--- src/rtl/countdown_pkg.sv ---
// Shared types, BCD constants and the preset clamp for the countdown timer.
package countdown_pkg;

  localparam int unsigned DIGIT_W = 4;
  localparam int unsigned STATE_W = 3;

  typedef logic [DIGIT_W-1:0] bcd_t;

  localparam bcd_t BCD_MAX  = 4'd9;
  localparam bcd_t BCD_ZERO = 4'd0;

  typedef enum logic [STATE_W-1:0] {
    IDLE  = 3'd0,
    LOAD  = 3'd1,
    RUN   = 3'd2,
    PAUSE = 3'd3,
    DONE  = 3'd4
  } state_t;

  typedef struct packed {
    bcd_t tens;
    bcd_t ones;
  } bcd_pair_t;

  // Out-of-range preset digits saturate to 9 so the counter only sees BCD.
  function automatic bcd_t bcd_clamp(input bcd_t d);
    return (d > BCD_MAX) ? BCD_MAX : d;
  endfunction

endpackage

--- src/rtl/countdown_ctrl_if.sv ---
// Control/status bundle between input conditioning (master) and the timer controller (slave).
interface countdown_ctrl_if;
  import countdown_pkg::*;

  logic   start;
  logic   pause;
  logic   clear;
  bcd_t   preset_tens;
  bcd_t   preset_ones;
  bcd_t   tens;
  bcd_t   ones;
  logic   running;
  logic   done;
  logic   alarm;
  state_t state;

  modport master (
    output start, pause, clear, preset_tens, preset_ones,
    input  tens, ones, running, done, alarm, state
  );

  modport slave (
    input  start, pause, clear, preset_tens, preset_ones,
    output tens, ones, running, done, alarm, state
  );

endinterface

--- src/rtl/bcd_digit_dn.sv ---
// One decade down-counter digit; wraps 0->9 only when a higher digit can lend (borrow_in).
module bcd_digit_dn
  import countdown_pkg::*;
(
  input  logic clk_1Hz,
  input  logic rst_n,
  input  logic load,
  input  bcd_t load_val,
  input  logic enable,
  input  logic borrow_in,
  output bcd_t digit,
  output logic borrow_out
);

  always_ff @(posedge clk_1Hz or negedge rst_n) begin
    if (!rst_n) begin
      digit <= BCD_ZERO;
    end else if (load) begin
      digit <= load_val;
    end else if (enable) begin
      if (digit != BCD_ZERO) begin
        digit <= digit - 4'd1;
      end else if (borrow_in) begin
        digit <= BCD_MAX;
      end
    end
  end

  assign borrow_out = enable & (digit == BCD_ZERO);

endmodule

--- src/rtl/countdown_ctrl.sv ---
// Run/pause/clear controller for a two-digit BCD countdown at 1 Hz.
// Build option: define COUNTDOWN_ALARM_EN to get a blinking alarm while in DONE.
module countdown_ctrl
  import countdown_pkg::*;
#(
  parameter bit AUTO_RELOAD = 1'b0
)
(
  input  logic             clk_1Hz,
  input  logic             rst_n,
  countdown_ctrl_if.slave  bus
);

  state_t    state_q;
  state_t    state_d;
  logic      step;
  logic      load;
  logic      load_zero;
  logic      expire;
  bcd_t      tens_q;
  bcd_t      ones_q;
  logic      ones_borrow;
  logic      tens_borrow_unused;
  bcd_pair_t preset_c;
  bcd_pair_t load_val;
  logic      running_q;
  logic      done_q;

  assign preset_c.tens = bcd_clamp(bus.preset_tens);
  assign preset_c.ones = bcd_clamp(bus.preset_ones);
  assign load_val      = load_zero ? '0 : preset_c;
  assign expire        = (tens_q == BCD_ZERO) && (ones_q == 4'd1);

  always_ff @(posedge clk_1Hz or negedge rst_n) begin
    if (!rst_n) begin
      state_q <= IDLE;
    end else begin
      state_q <= state_d;
    end
  end

  // Next state plus counter controls; clear outranks start, start outranks pause.
  always_comb begin
    state_d   = state_q;
    step      = 1'b0;
    load      = 1'b0;
    load_zero = 1'b0;
    if (bus.clear) begin
      state_d   = IDLE;
      load      = 1'b1;
      load_zero = 1'b1;
    end else begin
      case (state_q)
        IDLE: begin
          if (bus.start) state_d = LOAD;
        end
        LOAD: begin
          load    = 1'b1;
          state_d = (preset_c == '0) ? DONE : RUN;
        end
        RUN: begin
          if (bus.start || !bus.pause) begin
            step = 1'b1;
            if (expire) state_d = DONE;
          end else begin
            state_d = PAUSE;
          end
        end
        PAUSE: begin
          if (bus.start) state_d = RUN;
        end
        DONE: begin
          if (AUTO_RELOAD || bus.start) state_d = LOAD;
        end
        default: begin
          state_d   = IDLE;
          load      = 1'b1;
          load_zero = 1'b1;
        end
      endcase
    end
  end

  // Ones wraps only while tens is nonzero, so 00 can never underflow.
  bcd_digit_dn u_ones (
    .clk_1Hz    (clk_1Hz),
    .rst_n      (rst_n),
    .load       (load),
    .load_val   (load_val.ones),
    .enable     (step),
    .borrow_in  (tens_q != BCD_ZERO),
    .digit      (ones_q),
    .borrow_out (ones_borrow)
  );

  bcd_digit_dn u_tens (
    .clk_1Hz    (clk_1Hz),
    .rst_n      (rst_n),
    .load       (load),
    .load_val   (load_val.tens),
    .enable     (ones_borrow),
    .borrow_in  (1'b0),
    .digit      (tens_q),
    .borrow_out (tens_borrow_unused)
  );

  always_ff @(posedge clk_1Hz or negedge rst_n) begin
    if (!rst_n) begin
      running_q <= 1'b0;
      done_q    <= 1'b0;
    end else begin
      running_q <= (state_d == RUN);
      done_q    <= (state_d == DONE);
    end
  end

`ifdef COUNTDOWN_ALARM_EN
  logic alarm_q;

  // Set on DONE entry, toggles while DONE persists, cleared on exit.
  always_ff @(posedge clk_1Hz or negedge rst_n) begin
    if (!rst_n) begin
      alarm_q <= 1'b0;
    end else if (state_d == DONE) begin
      alarm_q <= (state_q == DONE) ? ~alarm_q : 1'b1;
    end else begin
      alarm_q <= 1'b0;
    end
  end

  assign bus.alarm = alarm_q;
`else
  assign bus.alarm = 1'b0;
`endif

  assign bus.state   = state_q;
  assign bus.tens    = tens_q;
  assign bus.ones    = ones_q;
  assign bus.running = running_q;
  assign bus.done    = done_q;

endmodule

--- src/flat_wrapper.sv ---
// flat-port wrapper written by rule: the top's interface ports become plain ports
module countdown_ctrl_flat import countdown_pkg::*;
#(
  parameter bit AUTO_RELOAD = 1'b0
)
  (clk_1Hz, rst_n, bus_start, bus_pause, bus_clear, bus_preset_tens, bus_preset_ones, bus_tens, bus_ones, bus_running, bus_done, bus_alarm, bus_state);
  countdown_ctrl_if bus_i ();
  input  logic clk_1Hz;
  input  logic rst_n;
  input wire logic [$bits(bus_i.start)-1:0] bus_start;
  input wire logic [$bits(bus_i.pause)-1:0] bus_pause;
  input wire logic [$bits(bus_i.clear)-1:0] bus_clear;
  input wire logic [$bits(bus_i.preset_tens)-1:0] bus_preset_tens;
  input wire logic [$bits(bus_i.preset_ones)-1:0] bus_preset_ones;
  output wire logic [$bits(bus_i.tens)-1:0] bus_tens;
  output wire logic [$bits(bus_i.ones)-1:0] bus_ones;
  output wire logic [$bits(bus_i.running)-1:0] bus_running;
  output wire logic [$bits(bus_i.done)-1:0] bus_done;
  output wire logic [$bits(bus_i.alarm)-1:0] bus_alarm;
  output wire logic [$bits(bus_i.state)-1:0] bus_state;
  assign bus_i.start = bus_start;
  assign bus_i.pause = bus_pause;
  assign bus_i.clear = bus_clear;
  assign bus_i.preset_tens = bus_preset_tens;
  assign bus_i.preset_ones = bus_preset_ones;
  assign bus_tens = bus_i.tens;
  assign bus_ones = bus_i.ones;
  assign bus_running = bus_i.running;
  assign bus_done = bus_i.done;
  assign bus_alarm = bus_i.alarm;
  assign bus_state = bus_i.state;
  countdown_ctrl #(.AUTO_RELOAD(AUTO_RELOAD)) u_core (.clk_1Hz(clk_1Hz), .rst_n(rst_n), .bus(bus_i));
endmodule
--- config.mk ---
export PLATFORM = sky130hd
export DESIGN_NAME = countdown_ctrl_flat
export DESIGN_NICKNAME = d
export VERILOG_FILES = /design/src/rtl/countdown_pkg.sv /design/src/rtl/countdown_ctrl_if.sv /design/src/rtl/bcd_digit_dn.sv /design/src/rtl/countdown_ctrl.sv /design/src/flat_wrapper.sv
export SDC_FILE = /design/constraint.sdc
export NUM_CORES = 1
export LEC_CHECK = 0
export CORE_MARGIN = 3
export CORE_UTILIZATION = 45
export CTS_CLUSTER_DIAMETER = 120
export CTS_CLUSTER_SIZE = 8
export DETAILED_ROUTE_END_ITERATION = 8
export PLACE_DENSITY = 0.78
export SLEW_MARGIN = 20
export SYNTH_ARGS = -nofsm -noshare
export SYNTH_HDL_FRONTEND = slang
export SYNTH_SLANG_ARGS = --single-unit
--- constraint.sdc ---
create_clock -name clk_1Hz -period 2.1 [get_ports clk_1Hz]
set_input_delay 0.315 -clock clk_1Hz [delete_from_list [all_inputs] [get_ports clk_1Hz]]
set_output_delay 0.315 -clock clk_1Hz [all_outputs]
set_load 0.005 [all_outputs]
==> results.txt, run 1 <==
The remaining antenna violation count came out at 0. The final non-filler cell area came out at ~0.0012 mm2. Setup slack on the critical path of the routed design comes to 0.0921 ns. The final hold violation count is 0.

The critical path data required time is about 2.3 ns. The global-route wire length before repair came out at around 3.5 mm. The number of top-level pins came out at 27. The power share of the clock group is between 10% and 20%. The buffer and inverter count on the worst path is 1.

The peak supply drop is between 400 and 500 uV. The maximum clock frequency is 498 MHz. Counting flops with a built-in enable in the synthesized netlist gives 0.

The final total power is between 0.0008 and 0.0009 W. The initial antenna violation count came out at 0. For the worst setup path, the data arrival time is approximately 2.2 ns. The mean number of vias per cell is roughly 5.7.

Clock skew on the completed layout was measured at around 0.0014 ns. Timing analysis after detailed placement gives a worst setup slack of ~0.094 ns. The share of flip-flops with an asynchronous set or reset after synthesis came out at 100%. The biggest area consumer among synthesized cells is dfrtp_1.

The most critical setup path has its startpoint at u_core.u_tens.digit[0]. Wires add up to 2.14 mm. The detailed router finished its first iteration with 10 violations. The run finished with clean final reports. The number of placement rows is 15. The switching power total is 0.000272 W. In the final layout, the share of cells above drive strength 1 is around 16%.

The final layout net count came out at between 100 and 150. The starting density of the core came out at between 40% and 50%. The worst setup slack for register-to-register paths came out at a little over 0.09 ns. Post-CTS timing repair inserted 0 buffers for setup.

The detailed placement HPWL came out at around 1.6 mm. The number of sinks driven by the clock tree came out at 13. The clock-pin slew reported for the worst setup and hold paths after clock tree synthesis is 0.09 ns.

The worst-case reg-to-reg path depth is 6. The top fanout value on the critical path is 5. The maximum single-stage delay on the critical path came out at approximately 0.51 ns.

The worst slew margin relative to its limit came out at 57.8%. Setup repair after global routing left no endpoint under its margin. The total negative setup slack came out at 0 ns. The share of total power dissipated in sequential elements is 39.6%.

The post-synthesis to final-layout area growth is 40.6%. The startpoint of the most critical register-to-register path is u_core.u_tens.digit[0]. The antenna diode count came out at 0.

The critical path is of the flip-flop to flip-flop type. The total clock buffers created by CTS is 3. In the synthesized netlist the dominant register cell turns out to be dfrtp_1. The standard cell core area came out at about 0.0018 mm2. The number of detailed-route iterations in the first pass came out at 4.

The maximum buffer depth of the clock tree came out at 2. The combinational share of power came out at between 40% and 50%. The final core utilization came out at 68.3%.

TritonCTS built the clock tree. The insertion delay of the later-clocked pin in the worst-skew pair came out at about 0.27 ns. Across the run, the number of max-cap violations was 0. After detailed routing, the number of remaining DRC violations is 0.

The cell depth of the worst setup path is 6. The global placement routability congestion came out at 0.848. The die covers around 0.0025 mm2. The average cell area after synthesis is about 8.9 um2. Of the available clock period, the critical path in the final layout requires a little over nine tenths. The max-slew violation total from the final report came out at 0. The family of cells with the greatest summed delay on the critical path is simple AND/OR/NAND/NOR gates.

The count of fill cells added during filler insertion came out at around 160. Traced cell by cell, the critical path runs through inv_1 -> ha_1 -> or3b_2 -> and3_1 -> and2_1 -> o311a_1. The overall track demand over capacity in global routing came out at 18.1%. The static power due to leakage came out at 0.503 nW. For the pin with the worst max-slew slack, the measured transition is about 0.63 ns. During placement, the flow inserted port buffers numbering 25. The critical path endpoint is u_core.u_tens.digit[3].

Counting I/O delays and the setup requirement, the final critical path takes roughly 2 ns. The number of register bits inferred by synthesis came out at 13. The count of warnings emitted by yosys is 0.

Ranked by total cell area, the synthesized netlist is headed by dfrtp_1 38%, nor2_1 4.4%, a21oi_1 4.1%. The number of endpoints failing setup at the final stage is 0. The worst reg2reg path endpoint is u_core.u_tens.digit[3]. The critical path capture point type is a flip-flop.

The root buffer cell chosen for the clock tree is clkbuf_4. The via count of the first global-routing pass is between 700 and 800. The commonest non-fill, non-tap cell in the layout is clkdlybuf4s50_1. The internal portion of the total power is about 0.00053 W. CTS built an H-tree with a depth of 1. In the synthesized netlist, the number of instances is 96. The mapped netlist covers approximately 860 um2. The routed layout has 878 vias.

The slowest stage of the critical path belongs to the cell or3b_2. Summing the sequential cell areas from Yosys gives between 30% and 40% of the chip area. Dividing the detail-routed wire length by the instance count gives 13.9 um.

The die is roughly 50 um wide. The pin count of the biggest net entering global routing is 15. Synthesis instantiated between 40 and 50 different standard cells from the library. In the layout the commonest cells are 25 x clkdlybuf4s50_1, 13 x dfrtp_1, 10 x nor2_1. The worst setup path is launched from a flip-flop.

The number of buffers inserted by hold repair at cts is 0. The share of Yosys cell area claimed by the top area cell type came out at approximately 38%. The floorplan die height is 49.6 um.

The cell area reported after detailed placement is between 0.001 and 0.0015 mm2. The type of the most critical hold path is input pin to asynchronous set/reset pin. The switching part of the total power came out at 34.0%. The number of nets produced by synthesis came out at 110.

Dividing total power by cell area gives a power density of approximately 660 mW/mm2. Summed over all layers, the global routing overflow is 0.
metal layers:
layer,wire (um),track usage (%)
met1,986,24.2
met2,1020,29.5
met3,115,3.32
met4,17,5.53
met5,0,0
synth_stat cells (all sizes together), types with 2 or more instances:
cell type,n
dfrtp,13
nor2,10
a21oi,7
inv,7
o21ai,5
buf,4
nand2,4
a211oi,3
nor3,3
nor4,3
o311a,3
o32ai,3
and2,2
and3,2
nand3,2
nor3b,2
or4,2
or4b,2
flip-flops by register name, summed over array words and instances (netlist names):
name / cells
u_core.bus.running: 1
u_core.bus.state: 3
u_core.bus.done: 1
u_core.u_tens.digit: 4
u_core.u_ones.digit: 4
area by class of cell:
type,instances,area [um2],share of cell area [%]
Tap cell,25,31.3,2.60
Multi-Input combinational cell,71,477,39.6
Timing Repair Buffer,34,318,26.4
Clock buffer,3,22.5,1.87
Inverter,7,26.3,2.18
Clock inverter,1,5.00,0.415
Sequential cell,13,325,27.0
cells by family (layout without fill, tap and decap cells):
| logic type | after synthesis | count (layout) | synth area share, % |
|---|---|---|---|
| simple gates | 38 | 38 | 25.7 |
| compound gates | 30 | 30 | 26.1 |
| flops | 13 | 13 | 38.0 |
| buf+inv | 12 | 45 | 7.15 |
| fa+ha+maj | 1 | 1 | 1.46 |
| other cells | 1 | 1 | 0.438 |
| mux | 1 | 1 | 1.17 |
worst min path at each step:
stage | depth (start not counted) | end | startpoint | slack [ns]
global route | 1 | u_core.bus.done | rst_n | 0.46
global placement | 1 | u_core.bus.state[0] | u_core.bus.state[2] | 0.57
detailed placement | 1 | u_core.bus.state[0] | u_core.bus.state[2] | 0.57
floorplan | 0 | u_core.bus.done | rst_n | 0.02
finish | 1 | u_core.bus.state[2] | rst_n | 0.43
CTS | 1 | u_core.bus.running | rst_n | 0.44
power groups by stage:
stage	clock, W	sequential [W]	combinational (W)
after floorplan	0	0.000320	0.000158
after global placement	0	0.000319	0.000315
after detailed placement	0	0.000320	0.000318
after CTS	0.000160	0.000315	0.000321
after global routing	0.000176	0.000323	0.000353
final	0.000159	0.000317	0.000325
metrics by stage:
stage	cells	hold WS, ns
4_1_cts	154	0.441
6_report	154	0.427
2_1_floorplan	96	0.0194
3_5_place_dp	150	0.567
3_3_place_gp	150	0.566
5_1_grt	154	0.455
repair_timing:
| item | in CTS | in global routing |
|---|---|---|
| resized for setup | 0 | 1 |
| hold endpoints to repair | 0 | 0 |
| endpoints found under the setup margin | 0 | 1 |
Note: power is estimated with default switching activity, not from simulation.
==> inputs of run 2 (changes only) <==
--- a/config.mk
+++ b/config.mk
@@ -10,6 +10,7 @@
 export CTS_CLUSTER_DIAMETER = 120
 export CTS_CLUSTER_SIZE = 8
 export DETAILED_ROUTE_END_ITERATION = 8
+export GPL_TIMING_DRIVEN = 0
 export PLACE_DENSITY = 0.78
 export SLEW_MARGIN = 20
 export SYNTH_ARGS = -nofsm -noshare
==> run 2 against run 1 <==
Compared with the run above:
- global-route usage increased by 1.2 points
- final area is 1.6% lower
- total power fell by 0.73%
- largest cell class unchanged
- highest routed layer unchanged
==> results.txt, run 2 (synthesis gave the netlist of run 1 again) <==
The static power due to leakage came out at roughly 0.48 nW. The post-route clock skew came out at ~0.0067 ns. The maximum single-stage delay on the critical path is between 0.4 and 0.5 ns.

The top fanout value on the critical path is 5. The tool flagged a number of max-cap violations equal to 0. For this run, the number of standard cells in the final layout without fillers is roughly 150.

The detailed router finished its first iteration with 11 violations. The worst hold slack came out at ~0.19 ns. The met1 track demand over resource is 23.5%. The commonest non-fill, non-tap cell in the layout is clkdlybuf4s50_1. The buffer and inverter count on the worst path came out at 1. The maximum clock frequency came out at between 400 and 500 MHz. The worst setup path is launched from a flip-flop. For this design the top-level I/O count stands at 27. The initial antenna violation count came out at 0. The overall die width came out at roughly 50 um.

The critical path data required time is between 2 and 2.5 ns. Among cell families on the critical path, the largest total delay comes from simple AND/OR/NAND/NOR gates. The global placement routability congestion is approximately 0.85. The number of detailed-route iterations in the first pass came out at 4. In the global route stage, met3 resource usage came out at under 10%. The total clock buffers created by CTS came out at 3.

The wire length reported by the detailed router came out at 2.18 mm. The critical path goes through inv_1 -> ha_2 -> or3b_2 -> and3_4 -> and2_2 -> o311a_1. The count of fill cells added during filler insertion came out at 173. The max-slew violation total from the final report was 0.

The floorplan has 15 rows. The buffer cell driving the clock tree root is clkbuf_4. The die is between 40 and 50 um tall. The ratio of final minimum period to clock period came out at a little over nine tenths.

The CTS tree is built. Global routing finished with a remaining overflow of 0. The final hold violation count is 0. The min-delay analysis places its worst path in the category input pin to flip-flop. The number of vias in the routed layout came out at 860. In the routed design, unresolved DRC markers number 0. The final critical-path required period came out at just over 2 ns. Entering global routing, the biggest net connects 14 pins.

The most utilized layer in the global route result is met2. In this run, placement finished with an instance count of 145. Once layout is complete, the utilization of the core stands at 67.2%.

In this run the remaining antenna-violating nets after routing total 0. The final layout net count is roughly 140. The power density over cell area is 670 mW/mm2.

The die covers 0.00246 mm2. After clock tree synthesis, the clock-pin slew on the worst setup and hold paths is around 0.090 ns. The post-synthesis to final-layout area growth is 38.4%. The first global-routing pass estimated 3.66 mm of wire. The fraction of met2 tracks used by global routing came out at 31.3%. The critical path in this run is classified as flip-flop to flip-flop.

In this run the number of H-tree levels came out at 1. The standard cell core area is about 0.0018 mm2. The via count of the first global-routing pass came out at 847. The number of endpoints failing setup at the final stage came out at 0. No sink is reached through more buffers than the 2 on the longest clock path.

The mean number of vias per cell came out at 5.70. At the worst endpoint, the arrival time is between 2 and 2.5 ns. The number of sinks driven by the clock tree is 13.

The worst slew margin relative to its limit is between 40% and 50%. At the pin with the least slew margin, the transition time is 0.841 ns. The top cell types in the final layout, fill and taps aside, are 24 x clkdlybuf4s50_1, 13 x dfrtp_1, 10 x nor2_1. The critical path capture point type is a flip-flop.

The overall track demand over capacity in global routing came out at approximately 19%. The run finished with clean final reports. The repair_antennas step left the layout with diodes totalling 0. The peak supply drop came out at ~430 uV. The post-route netlist has roughly 16% of its cells at a drive strength greater than 1. The slowest stage of the critical path is the or3b_2 cell. The total of buffers placed on input and output ports came out at 24.

The insertion delay of the later-clocked pin in the worst-skew pair is about 0.28 ns. The final routed wire length divided by cell count came out at roughly 14 um. The starting density of the core came out at approximately half. The detailed placement HPWL is around 1.6 mm.
## run 2: path summary, 6_finish.rpt
path | start | to | slack, ns | depth (start not counted)
min in group asynchronous | rst_n | u_core.bus.running | 0.40 | 1
worst max-delay path | u_core.u_tens.digit[1] | u_core.u_tens.digit[2] | 0.07 | 6
worst max register to register | u_core.u_tens.digit[1] | u_core.u_tens.digit[2] | 0.07 | 6
max in group asynchronous | rst_n | u_core.u_ones.digit[0] | 1.31 | 1
worst min register to register | u_core.bus.state[2] | u_core.bus.state[0] | 0.59 | 1
worst min-delay path | bus_clear | u_core.bus.done | 0.19 | 2
## run 2: per-layer routing
layer  part of all wire [%]  vias to the layer above
met5                      0                        -
met4                    3.2                        0
met3                    5.9                        6
met2                     46                       32
met1                     45                      394
li1                       -                      428
## run 2: repair_timing
item                                    4_1_cts  5_1_grt
endpoints found under the setup margin        2        6
hold endpoints to repair                      0        0
hold buffers                                  0        0
gates resized for setup                       2        3
setup buffers                                 1        1
## run 2: area by class of cell
type / instances / area (um2) / share of cell area (%)
tap: 25 / 31.3 / 2.64
inverter: 7 / 26.3 / 2.22
clock buffer: 3 / 22.5 / 1.90
sequential: 13 / 325 / 27.4
timing repair buffer: 26 / 255 / 21.5
multi-input combinational: 71 / 485 / 40.9
buffer: 5 / 35.0 / 2.95
clock inverter: 1 / 5.00 / 0.422
## run 2: through the flow
step	power (W)	cell area (um2)	setup slack [ns]	TNS, ns
after CTS	0.000779	1170	0.0130	0
after floorplan	0.000479	857	0.158	0
after global routing	0.000847	1190	-0.0584	-0.202
final	0.000795	1190	0.0720	0
after global placement	0.000603	1130	-0.112	-0.460
after detailed placement	0.000611	1130	-0.138	-0.569
## run 2: where the power goes
group	total [W]	switching [W]	internal (W)
sequential	0.000318	0.0000372	0.000280
combinational	0.000318	0.000145	0.000173
clock	0.000159	0.0000882	0.0000708
## run 2: worst reg2reg max path: stages, from the launching register on
cell	delay, ns
dfrtp_1	0.41
inv_1	0.06
ha_2	0.18
or3b_2	0.48
and3_4	0.22
and2_2	0.24
o311a_1	0.33
==> inputs of run 3 (changes only) <==
--- a/config.mk
+++ b/config.mk
@@ -5,6 +5,7 @@
 export SDC_FILE = /design/constraint.sdc
 export NUM_CORES = 1
 export LEC_CHECK = 0
+export CORE_ASPECT_RATIO = 0.9
 export CORE_MARGIN = 3
 export CORE_UTILIZATION = 45
 export CTS_CLUSTER_DIAMETER = 120
==> run 3 against run 2 <==
Compared with the run above:
- clock skew down 0.0031 ns
- hold slack better by 0.017 ns
- clock power about the same
- critical path type unchanged
- critical endpoint is now u_core.u_ones.digit[2]
==> results.txt, run 3 (synthesis gave the netlist of run 1 again) <==
The total of buffers placed on input and output ports came out at 24. The starting density of the core came out at between 40% and 50%. The worst endpoint data arrival time came out at between 2 and 2.5 ns.

The post-synthesis to final-layout area growth is 37.7%. Setup repair after global routing left no endpoint under its margin. The commonest non-fill, non-tap cell in the layout is clkdlybuf4s50_1. The max-slew violation total from the final report is 0. The global placement routability congestion came out at between 0.8 and 0.9.

The floorplan die height is around 47 um. The insertion delay of the later-clocked pin in the worst-skew pair is roughly 0.28 ns. The path class of the tightest hold or removal check is input pin to flip-flop. The power density over cell area is 671 mW/mm2.

The via count of the first global-routing pass came to 781. The pin count of the biggest net entering global routing came out at 14. The number of top-level pins came out at 27. The total clock buffers created by CTS is 3. The peak supply drop came out at ~410 uV.

The total negative setup slack is 0 ns. The setup path with the least slack is of type flip-flop to flip-flop. The maximum clock frequency came out at about 520 MHz. STA classifies the critical path startpoint as a flip-flop.

The standard cell core area came out at between 0.0015 and 0.002 mm2. The detailed placement HPWL is 1.61 mm. The overall track demand over capacity in global routing is between 10% and 20%.

The clock-pin slew reported for the worst setup and hold paths after clock tree synthesis is 0.09 ns. The wire length reported by the detailed router is 2.18 mm. The repair_antennas step left the layout with diodes totalling 0. The die outline area is around 0.0025 mm2. The final hold violation count is 0. Summing all placed instances gives a cell area of 0.00113 mm2. The number of detailed-route iterations in the first pass came out at 4.

The total congestion overflow came out at 0. The DRC violation count after routing came out at 0. The final layout net count came out at between 100 and 150. The number of sinks driven by the clock tree came out at 13.

Buffers inserted to repair hold after CTS numbered 0. The post-place setup slack is -0.156 ns. Dividing the detail-routed via count by the number of cells gives ~6.0.

The worst setup path is captured at a flip-flop. The final core utilization is 68.0%. In this run the worst path has a maximum fanout of 7. The total number of H-tree levels came out at 1.

The maximum buffer depth of the clock tree is 2. The buffer cell driving the clock tree root is clkbuf_4. TritonCTS built the clock tree. The tool flagged a number of max-cap violations equal to 0. Measured against its own limit, the worst slew margin works out to 59.6%. The number of vias in the routed layout came out at between 800 and 900.

The overall die width came out at around 52 um. The flow ran to the end, and the final reports show no timing, DRC or antenna violations. After floorplanning, the core was divided into 14 placement rows. The fraction of final layout cells sized beyond drive strength 1 came out at 13.6%. The global-route wire length before repair is 3.46 mm. The worst setup slack for register-to-register paths came out at between 0.15 and 0.2 ns. After routing the design area is between 0.001 and 0.0015 mm2. The ratio of final minimum period to clock period is between 90% and 100%. The first routing iteration left 19 violations. The library cells used most frequently in the layout, excluding fill and tap cells, are 24 x clkdlybuf4s50_1, 13 x dfrtp_1, 10 x nor2_1.

The final routed wire length divided by cell count is roughly 15 um. At the pin with the least slew margin, the transition time is 0.597 ns. Setup violations remaining at the end of the flow were counted as 0. The initial antenna violation count is 0. Once detail routing completed, the nets flagged for antenna violations numbered 0. The critical path data required time is 2.26 ns. The post-route clock skew came out at approximately 0.0035 ns.

Setup slack closes at around 0.16 ns. The static power due to leakage is ~0.48 nW. The final critical-path required period came out at 1.94 ns.
-- run 3: repair_timing --
action | 4_1_cts | 5_1_grt
endpoints found under the setup margin | 2 | 5
gates resized for setup | 1 | 4
setup buffers | 1 | 0
cloned | 0 | 0
-- run 3: layout make-up --
cell class | count | area (um2)
fill | 135 | 554
buffer | 5 | 35.0
timing repair buffer | 25 | 248
sequential | 13 | 325
tap | 24 | 30.0
multi-input combinational | 71 | 488
inverter | 7 | 26.3
clock buffer | 3 | 22.5
clock inverter | 1 | 5.00
-- run 3: through the flow --
stage               cells  total power (W)  hold slack [ns]
global route          149         0.000842            0.205
CTS                   149         0.000776            0.205
finish                149         0.000792            0.209
detailed placement    144         0.000611            0.503
floorplan              96         0.000479           0.0194
global placement      144         0.000605            0.498
-- run 3: routing by layer --
metal,GRT usage (%),share of wire (%),vias to the layer above
met1,26.9,48,429
met2,28.3,45,39
met4,7.33,0.92,0
met3,3.81,6.9,4
li1,-,-,424
met5,0,0,-
-- run 3: power by group --
group / internal [W] / switching, W / total [W]
clock: 0.0000706 / 0.0000872 / 0.000158
sequential: 0.000280 / 0.0000406 / 0.000321
combinational: 0.000171 / 0.000143 / 0.000313
-- run 3: path summary, 6_finish.rpt --
| check | start | end | cells after the start |
|---|---|---|---|
| worst min-delay path | bus_clear | u_core.bus.done | 2 |
| min in group asynchronous | rst_n | u_core.u_ones.digit[2] | 1 |
| worst min register to register | u_core.bus.state[2] | u_core.bus.state[0] | 1 |
| worst max register to register | u_core.bus.state[1] | u_core.u_ones.digit[2] | 5 |
| worst max-delay path | u_core.bus.state[1] | u_core.u_ones.digit[2] | 5 |
| max in group asynchronous | rst_n | u_core.u_tens.digit[1] | 1 |
-- run 3: critical path: stages, from the launching register on --
cell and delay [ns]:
dfrtp_1 0.47, or4b_1 0.51, buf_2 0.18, o32ai_2 0.20
o21ai_1 0.10, a222oi_1 0.37
